`src/rtl/traffic_pkg.sv`:
```
// Shared definitions for the traffic light controller and its monitor.
// Phase encodings, legal lamp patterns ({red,amber,green}), monitor error
// codes and monitor FSM states.
package traffic_pkg;

    typedef enum logic [1:0] {
        PH_R  = 2'd0,
        PH_RA = 2'd1,
        PH_G  = 2'd2,
        PH_A  = 2'd3
    } phase_e;

    // Lamp patterns as {red, amber, green}
    localparam logic [2:0] PAT_R  = 3'b100;
    localparam logic [2:0] PAT_RA = 3'b110;
    localparam logic [2:0] PAT_G  = 3'b001;
    localparam logic [2:0] PAT_A  = 3'b010;

    typedef enum logic [1:0] {
        ERR_NONE       = 2'd0,
        ERR_PATTERN    = 2'd1,
        ERR_TRANSITION = 2'd2,
        ERR_HOLD       = 2'd3
    } err_code_e;

    typedef enum logic {
        ST_UNLOCKED = 1'b0,
        ST_LOCKED   = 1'b1
    } mon_state_e;

    // The phase order R -> RA -> G -> A -> R matches the encoding order,
    // so the legal successor is simply the next code modulo 4.
    function automatic phase_e next_phase(phase_e p);
        return phase_e'(p + 2'd1);
    endfunction

endpackage

```
`src/rtl/traffic_monitor_if.sv`:
```
// Bus between a traffic light observer (master) and traffic_monitor (slave).
//   red/amber/green : observed lamps, sampled every rising clock edge
//   clr             : synchronous clear of err, err_code, cycle_count
//   locked, phase, err, err_code, cycle_count : registered monitor results
//   dbg_state       : monitor FSM state, exposed for checkers
// The lamps carry no handshake: every clock edge is one sample, there is no
// valid/ready pair and the monitor never back-pressures.
interface traffic_monitor_if
    import traffic_pkg::*;
#(
    parameter int CNT_WIDTH = 8
);
    logic                 red;
    logic                 amber;
    logic                 green;
    logic                 clr;
    logic                 locked;
    phase_e               phase;
    logic                 err;
    err_code_e            err_code;
    logic [CNT_WIDTH-1:0] cycle_count;
    mon_state_e           dbg_state;

    modport master (
        output red, amber, green, clr,
        input  locked, phase, err, err_code, cycle_count, dbg_state
    );

    modport slave (
        input  red, amber, green, clr,
        output locked, phase, err, err_code, cycle_count, dbg_state
    );
endinterface

```
`src/rtl/traffic_decode.sv`:
```
// Combinational pattern-to-phase decoder.
//   pattern_i : lamps as {red, amber, green}
//   phase_o   : decoded phase (PH_R when the pattern is illegal)
//   legal_o   : 1 when pattern_i is one of the four legal patterns
module traffic_decode
    import traffic_pkg::*;
(
    input  logic [2:0] pattern_i,
    output phase_e     phase_o,
    output logic       legal_o
);
    always_comb begin
        phase_o = PH_R;
        legal_o = 1'b1;
        case (pattern_i)
            PAT_R:   phase_o = PH_R;
            PAT_RA:  phase_o = PH_RA;
            PAT_G:   phase_o = PH_G;
            PAT_A:   phase_o = PH_A;
            default: legal_o = 1'b0;
        endcase
    end
endmodule

```
`src/rtl/traffic_monitor.sv`:
```
// Traffic light sequence monitor.
//   clk : system clock, all state updates on the rising edge
//   rst : asynchronous active-high reset
//   bus : traffic_monitor_if slave modport (lamps + clr in, results out)
// Synchronises to the first legal lamp pattern, then checks every sample
// for illegal patterns, illegal transitions and over-long holds. Counts
// completed light cycles (A -> R) while locked. err/err_code are sticky
// and keep the first error until clr.
module traffic_monitor
    import traffic_pkg::*;
#(
    parameter int CNT_WIDTH = 8,
    parameter int MAX_HOLD  = 1
) (
    input logic              clk,
    input logic              rst,
    traffic_monitor_if.slave bus
);
    localparam int HOLD_W = (MAX_HOLD < 2) ? 1 : $clog2(MAX_HOLD + 1);
    localparam logic [HOLD_W-1:0] HOLD_MAX = HOLD_W'(MAX_HOLD);

    mon_state_e           state_q, state_d;
    phase_e               phase_q, phase_d;
    logic [HOLD_W-1:0]    hold_q, hold_d;
    logic                 err_q, err_d;
    err_code_e            code_q, code_d;
    logic [CNT_WIDTH-1:0] cnt_q, cnt_d;

    phase_e    dec_phase;
    logic      dec_legal;
    err_code_e new_code;
    logic      wrap;

    traffic_decode u_decode (
        .pattern_i ({bus.red, bus.amber, bus.green}),
        .phase_o   (dec_phase),
        .legal_o   (dec_legal)
    );

    always_ff @(posedge clk or posedge rst) begin
        if (rst) begin
            state_q <= ST_UNLOCKED;
            phase_q <= PH_R;
            hold_q  <= '0;
            err_q   <= 1'b0;
            code_q  <= ERR_NONE;
            cnt_q   <= '0;
        end else begin
            state_q <= state_d;
            phase_q <= phase_d;
            hold_q  <= hold_d;
            err_q   <= err_d;
            code_q  <= code_d;
            cnt_q   <= cnt_d;
        end
    end

    always_comb begin
        state_d  = state_q;
        phase_d  = phase_q;
        hold_d   = hold_q;
        err_d    = err_q;
        code_d   = code_q;
        cnt_d    = cnt_q;
        new_code = ERR_NONE;
        wrap     = 1'b0;

        // The if/else chain encodes the error priority: pattern > transition > hold.
        unique case (state_q)
            ST_UNLOCKED: begin
                if (dec_legal) begin
                    state_d = ST_LOCKED;
                    phase_d = dec_phase;
                    hold_d  = HOLD_W'(1);
                end
            end
            ST_LOCKED: begin
                if (!dec_legal) begin
                    new_code = ERR_PATTERN;
                end else if (dec_phase == phase_q) begin
                    if (hold_q == HOLD_MAX) new_code = ERR_HOLD;
                    else                    hold_d   = hold_q + HOLD_W'(1);
                end else if (dec_phase == next_phase(phase_q)) begin
                    phase_d = dec_phase;
                    hold_d  = HOLD_W'(1);
                    wrap    = (phase_q == PH_A);
                end else begin
                    new_code = ERR_TRANSITION;
                end
            end
        endcase

        // Phase keeps its last legal value on error; only the lock drops.
        if (new_code != ERR_NONE) state_d = ST_UNLOCKED;

        // A clear still lets the current sample's events register.
        if (bus.clr) begin
            err_d  = (new_code != ERR_NONE);
            code_d = new_code;
            cnt_d  = CNT_WIDTH'(wrap);
        end else begin
            if (new_code != ERR_NONE && !err_q) begin
                err_d  = 1'b1;
                code_d = new_code;
            end
            if (wrap) cnt_d = cnt_q + CNT_WIDTH'(1);
        end
    end

    assign bus.locked      = (state_q == ST_LOCKED);
    assign bus.phase       = phase_q;
    assign bus.err         = err_q;
    assign bus.err_code    = code_q;
    assign bus.cycle_count = cnt_q;
    assign bus.dbg_state   = state_q;
endmodule

```
`src/flat_wrapper.sv`:
```
// flat-port wrapper written by rule: the top's interface ports become plain ports
module traffic_monitor_flat import traffic_pkg::*;
#(
    parameter int CNT_WIDTH = 8,
    parameter int MAX_HOLD  = 1
)
  (clk, rst, bus_red, bus_amber, bus_green, bus_clr, bus_locked, bus_phase, bus_err, bus_err_code, bus_cycle_count, bus_dbg_state);
  traffic_monitor_if #(.CNT_WIDTH(CNT_WIDTH)) bus_i ();
  input logic clk;
  input logic rst;
  input wire logic [$bits(bus_i.red)-1:0] bus_red;
  input wire logic [$bits(bus_i.amber)-1:0] bus_amber;
  input wire logic [$bits(bus_i.green)-1:0] bus_green;
  input wire logic [$bits(bus_i.clr)-1:0] bus_clr;
  output wire logic [$bits(bus_i.locked)-1:0] bus_locked;
  output wire logic [$bits(bus_i.phase)-1:0] bus_phase;
  output wire logic [$bits(bus_i.err)-1:0] bus_err;
  output wire logic [$bits(bus_i.err_code)-1:0] bus_err_code;
  output wire logic [$bits(bus_i.cycle_count)-1:0] bus_cycle_count;
  output wire logic [$bits(bus_i.dbg_state)-1:0] bus_dbg_state;
  assign bus_i.red = bus_red;
  assign bus_i.amber = bus_amber;
  assign bus_i.green = bus_green;
  assign bus_i.clr = bus_clr;
  assign bus_locked = bus_i.locked;
  assign bus_phase = bus_i.phase;
  assign bus_err = bus_i.err;
  assign bus_err_code = bus_i.err_code;
  assign bus_cycle_count = bus_i.cycle_count;
  assign bus_dbg_state = bus_i.dbg_state;
  traffic_monitor #(.CNT_WIDTH(CNT_WIDTH), .MAX_HOLD(MAX_HOLD)) u_core (.clk(clk), .rst(rst), .bus(bus_i));
endmodule
```
`config.mk`:
```
export PLATFORM = sky130hd
export DESIGN_NAME = traffic_monitor_flat
export DESIGN_NICKNAME = d
export VERILOG_FILES = /design/src/rtl/traffic_pkg.sv /design/src/rtl/traffic_monitor_if.sv /design/src/rtl/traffic_decode.sv /design/src/rtl/traffic_monitor.sv /design/src/flat_wrapper.sv
export SDC_FILE = /design/constraint.sdc
export NUM_CORES = 1
export LEC_CHECK = 0
export ABC_AREA = 1
export CAP_MARGIN = 10
export CORE_MARGIN = 2
export CORE_UTILIZATION = 40
export CTS_CLUSTER_DIAMETER = 80
export DETAILED_ROUTE_END_ITERATION = 6
export PLACE_DENSITY_LB_ADDON = 0.12
export SYNTH_ARGS = -nofsm -noshare
export SYNTH_HDL_FRONTEND = slang
export SYNTH_SLANG_ARGS = --single-unit
```
`constraint.sdc`:
```
create_clock -name clk -period 2.4 [get_ports clk]
set_input_delay 0.48 -clock clk [delete_from_list [all_inputs] [get_ports clk]]
set_output_delay 0.48 -clock clk [all_outputs]
set_load 0.1 [all_outputs]
```
==> results of run 1 <==
## per-stage QoR
step / power, µW / instances / util
2_1_floorplan: 899 / 107 / -
5_1_grt: 1220 / 157 / 0.540
4_1_cts: 1170 / 157 / 0.540
6_report: 1160 / 157 / 0.540
3_3_place_gp: 1020 / 153 / 0.527
3_5_place_dp: 1030 / 153 / 0.527
## power by group
group | total [µW] | internal [µW] | switching (µW) | leakage (µW)
Clock | 141 | 64.6 | 76.2 | 0.0000150
Combinational | 671 | 142 | 529 | 0.000328
Sequential | 346 | 296 | 49.7 | 0.000196
Total | 1160 | 503 | 655 | 0.000539
## final timing paths
kind / startpoint / slack, ns / depth (start not counted) / endpoint
max: bus_green / 0.61 / 12 / u_core.bus.err_code[0]
min: u_core.hold_q / 0.51 / 2 / u_core.hold_q
max reg2reg: u_core.bus.phase[0] / 0.82 / 9 / u_core.bus.err_code[0]
min reg2reg: u_core.hold_q / 0.51 / 2 / u_core.hold_q
max in group asynchronous: rst / 1.49 / 2 / u_core.bus.phase[0]
min in group asynchronous: rst / 0.53 / 2 / u_core.bus.cycle_count[7]
## tightest hold or removal path: stages (launching register included)
cell     delay [ns]
dfrtp_1        0.35
inv_1          0.05
nand3_1        0.08
## layout make-up
class	count	area, µm²
multi-input cells	75	430
repair buffers	20	163
clock buffers	4	26.3
inverters	16	62.6
flip-flops and latches	15	375
fillers	195	931
well taps	27	33.8
## logic make-up after synthesis
| kind of cell | Yosys count |
|---|---|
| xor+xnor | 5 |
| compound gates | 12 |
| buf+inv | 17 |
| simple gates | 56 |
| flops | 15 |
| fa+ha+maj | 2 |
## synth_stat cells (4+ instances only)
cell / number
o31ai_1: 4
nand4_1: 6
nand3_1: 13
dfrtp_1: 15
nor2_1: 5
nand2_1: 25
inv_1: 14
xor2_1: 4
## state kept, by name (all words and copies together), names as in the netlist
register,cells
u_core.bus.err_code,2
u_core.bus.cycle_count,8
u_core.hold_q,1
u_core.bus.dbg_state,1
u_core.bus.err,1
u_core.bus.phase,2
## per-layer routing
metal,GRT usage,wire length [µm],part of all wire,vias to the layer above
met1,0.220,881,0.52,340
met3,0.0536,105,0.062,4
met2,0.213,694,0.41,23
met4,0.0405,18,0.011,0
li1,-,-,-,404
met5,0,0,0,-
==> impl_results.md, run 1 <==
- All-layer global routing usage: 0.152
- Starting density of the core: 0.433
- Mapped Cells: 107
- Post-CTS Hold Fix Bufs: 0
- Core ar.: 0.00202 mm²
- Wirelength per Cell: 10.8 µm
- Via density: 4.91
- Post-CTS setup buffers: 0
- IO Count: 21
- First-pass GRT wire length: between 2000 and 3000 µm
- Data arrival, critical path: just under 2 ns
- Routed WL: 1700 µm
- Finished Cell Area: 0.00109 mm²
- Most frequent cells in the layout: nand2_1, buf_4, dfrtp_1
- GPL Wtd Cong: roughly 0.83
- Clock sinks: 15
- Period utilisation layout: 0.748
- CTS Buf Count: 3
- ANT nets after route: 0
- Critical path startpoint category: input pin
- Max Root-Sink Buffers: 2
- WP data required: 2.58 ns
- Initial antenna violation count: 0
- Layout cell share with drive strength beyond 1: 0.200
- Root buf cell: clkbuf_4
- PD cells: 1060 mW/mm²
- FP Rows: 16
- Final Max Tran Viols: 0
- Setup TNS: 0 ns
- Outcome: complete, no violations
- Commonest non-fill, non-tap cell in the layout: nand2_1
- Max incr delay on CP: around 0.53 ns
- Cell area after placement: around 0.0011 mm²
- Xor-xnor portion of the synthesized cell area: 0.0500
- Routed vias: 771
- Area delta synth->final: 24.6%
- Lkg Pwr: roughly 0.00054 µW
- CTS resizes: 0
- Worst Max-Slew Pin Slew: between 0.5 and 0.6 ns
- Synth Area in Adders: 0.0286
- Slowest-stage cell, CP: clkdlybuf4s50_1
- Mux share of post-synthesis cell area: 0
- Setup ws final: 0.606 ns
- Total congestion overflow: 0
- PortBufs: 20
- Final setup viols: 0
- Top cell type's share of synthesized area: 0.429
- Primary FF master, synth: dfrtp_1
- Die height: 50.8 µm
- # diodes: 0
- Slew HR: 0.628
- Synth Register Bits: 15
- Post-synth EDFFs: 0
- CTS tree: yes
- Final count of hold timing violations: 0
- Final Hold Slack: just over 0.5 ns
- Critical Path, Cell by Cell: clkdlybuf4s50_1 > nand2_1 > nand2_2 > nand2_4 > o21ai_2 > nand2_1 > inv_1 > nand3_1 > nand2_1 > nand2_1 > nand3_1 > nand2_1
- Unrepaired setup endpoints after global routing: no
- Final HPWL DP: 1340 µm
- Clock Skew: 0.00780 ns
- Bufs and invs on worst path: 2
- Largest net degree at the start of global routing: 16
- Clk pin slew, worst setup/hold paths: 0.09 ns
- Largest family of logic cells by synthesized area: simple AND/OR/NAND/NOR gates
- H-tree Lvls: 1
- F_max: about 0.56 GHz
- Die area: 0.00258 mm²
- Total Nets Final: 139
- Syn avg cell area: 8.19 µm²
- Max-Cap Viols: 0
- Synth top area cells: dfrtp_1, nand2_1, nand3_1, inv_1, nand4_1
- Synthesized area: 876 µm²
- Min cycle time layout: roughly 1.8 ns
- Post-synthesis compound-gate area fraction: 0.0871
- Drc violations: 0
- DRT iter0 DRCs: 11
- Syn Nets: 115
- Ys async rst share: 1.00
- Yosys top cell by area: dfrtp_1
- Worst Hold Class: reg2reg
- Critical path class: in2reg
- Crit path top cell by count: nand2_1
- Register area share after synthesis: 0.429
- Post-synthesis cell type count: 24
- Crit path max-delay family: simple AND/OR/NAND/NOR gates
- Yosys warns: 0
- Worst slack at placement: 0.303 ns
- Worst-Skew Late Latency: around 0.28 ns
- Peak supply drop: 0.711 mV
- Post-synthesis simple-gate area fraction: 0.326
- Crit path max fanout: 6
- Die W: 50.8 µm
- DRT Pass-1 Iters: 4
- Worst Setup End Kind: flip-flop
- Vias in the first global route: between 600 and 700
No activity file was read; power rests on OpenSTA's default activity.
==> run 2: changes to the inputs <==
==> constraint.sdc (replaced) <==
create_clock -name clk -period 1.71 [get_ports clk]
set_input_delay 0.342 -clock clk [delete_from_list [all_inputs] [get_ports clk]]
set_output_delay 0.342 -clock clk [all_outputs]
set_load 0.1 [all_outputs]
==> run 2 against run 1 <==
Sequential share of layout area fell by 6.3 points. Routed wire length rose by 18%. First-iteration DRC count rose by 18%. Via count rose by 7.4%. Hold slack got worse by 0.17 ns. Sequential power rose by 59%. Utilization rose by 15 points. Cell count rose by 5.1%. Global-route usage rose by 3.5 points. Non-clock buffer count rose by 8. Largest cell class unchanged.
==> impl_results.md, run 2 (synthesis gave the netlist of run 1 again) <==
- PortBufs: 20 (unchanged)
- ANT nets after route: 0 (unchanged)
- Largest net degree at the start of global routing: 16 (unchanged)
- Via density: 5.02 (+2.2%)
- Final count of hold timing violations: 0 (unchanged)
- Initial antenna violation count: 0 (unchanged)
- Crit path max fanout: 5 (-1)
- Routed WL: 2010 µm (+18%)
- Most frequent cells in the layout: nand2_1, buf_12, nand3_1
- Area delta synth->final: 59.3%
- Worst Setup End Kind: flip-flop
- Die height: 50.8 µm (unchanged)
- GPL Wtd Cong: 0.841 (+1.2%)
- Worst slack at placement: -0.228 ns (-0.532 ns)
- Peak supply drop: 1.49 mV (+110%)
- Layout cell share with drive strength beyond 1: 0.355 (+0.155)
- Clk pin slew, worst setup/hold paths: 0.09 ns (about the same)
- Die W: 50.8 µm (unchanged)
- Period utilisation layout: 0.942
- Final std cells w/o fill: 165 (+5.1%)
- Total congestion overflow: 0 (unchanged)
- Setup ws final: 0.0993 ns (-0.506 ns)
- Max Root-Sink Buffers: 2 (unchanged)
- Clock Skew: 0.00158 ns (-0.00622 ns)
- PD cells: 1390 mW/mm² (+31%)
- # diodes: 0 (unchanged)
- DRT iter0 DRCs: 13 (+2)
- Post-CTS Hold Fix Bufs: 0 (unchanged)
- Critical Path, Cell by Cell: ha_4 > inv_1 > nand3_1 > nand3b_4 > nand3_1 > nand2_1 > nand2_1 > nand3_1 > nand2_1
- Vias in the first global route: 847 (+25%)
- Min cycle time layout: 1.61 ns
- Final HPWL DP: 1510 µm (+13%)
- Design Power: 1950 µW (+68%)
- Starting density of the core: 0.433 (unchanged)
- Wirelength per Cell: 12.2 µm (+12%)
- Slew HR: 0.814 (+0.186)
- Max incr delay on CP: 0.53 ns (about the same)
- Drc violations: 0 (unchanged)
- Final setup viols: 0 (unchanged)
- WP data required: 1.89 ns (-0.69 ns)
- Max-Cap Viols: 0 (unchanged)
- Routed vias: 828 (+7.4%)
- Lkg Pwr: 0.000632 µW (+17%)
- Worst Max-Slew Pin Slew: 0.277 ns (-0.281 ns)
- Total Nets Final: 147 (+5.8%)
- Outcome: complete, no violations
- First-pass GRT wire length: 3660 µm (+24%)
- Core ar.: 0.00202 mm² (unchanged)
- Clock sinks: 15 (unchanged)
- Root buf cell: clkbuf_4
- Worst-Skew Late Latency: 0.29 ns (about the same)
- Worst Hold Class: in2async
- IO Count: 21 (unchanged)
- Data arrival, critical path: 1.80 ns (-0.17 ns)
- CTS Buf Count: 3 (unchanged)
- Setup TNS: 0 ns (unchanged)
- Placed insts: 160 (+4.6%)
- H-tree Lvls: 1 (unchanged)
- Critical path class: reg2reg
- DRT Pass-1 Iters: 4 (unchanged)
- CTS tree: yes
- All-layer global routing usage: 0.187 (+0.0346)
- Final Max Tran Viols: 0 (unchanged)
- F_max: 0.621 GHz
- Commonest non-fill, non-tap cell in the layout: nand2_1
- FP Rows: 16 (unchanged)
- Slowest-stage cell, CP: dfrtp_4
- Largest register FFs: 8 (unchanged)
- Die area: 0.00258 mm² (unchanged)
- Critical path startpoint category: flip-flop
==> run 2: cell type report <==
cell class              instances  area [µm²]
fillers                       164         627
multi-input cells              75         465
repair buffers                 28         415
flip-flops and latches         15         392
inverters                      16        62.6
well taps                      27        33.8
clock buffers                   4        26.3
==> run 2: report_power, final <==
part / internal (µW) / switching (µW)
Combinational: 426 / 756
Sequential: 429 / 121
Clock: 90.8 / 122
==> run 2: worst paths after layout <==
| kind | from | endpoint | slack [ns] | cells after the start |
|---|---|---|---|---|
| worst min register to register | u_core.hold_q | u_core.hold_q | 0.52 | 2 |
| worst max register to register | u_core.bus.phase[0] | u_core.bus.err_code[0] | 0.1 | 9 |
| worst min-delay path | rst | u_core.bus.cycle_count[6] | 0.34 | 3 |
| worst max-delay path | u_core.bus.phase[0] | u_core.bus.err_code[0] | 0.1 | 9 |
| max in group asynchronous | rst | u_core.bus.phase[1] | 1.17 | 3 |
| min in group clk | bus_amber | u_core.bus.phase[0] | 0.41 | 3 |
==> run 2: routing by layer <==
layer / track usage / wire (µm)
met5: 0 / 0
met3: 0.0357 / 67
met1: 0.251 / 939
met2: 0.289 / 942
met4: 0.0856 / 57
==> run 2: per-stage QoR <==
| step | instance area, µm² | hold WS [ns] | util |
|---|---|---|---|
| final | 1400 | 0.343 | 0.690 |
| after global routing | 1400 | 0.385 | 0.690 |
| after CTS | 1360 | 0.344 | 0.673 |
| after detailed placement | 1330 | 0.504 | 0.660 |
| after global placement | 1330 | 0.482 | 0.660 |
| after floorplan | 905 | 0.243 | - |
==> run 2: what timing repair did <==
item                       4_1_cts  5_1_grt
setup buffers                    0        1
setup endpoints to repair        0       11
resized for setup                0        8
==> run 2: worst max-delay path, delay by kind of cell (launching register included) <==
| family | cells | cell delay [ns] |
|---|---|---|
| buf+inv | 1 | 0.05 |
| flops | 1 | 0.53 |
| simple gates | 7 | 0.67 |
| fa+ha+maj | 1 | 0.26 |
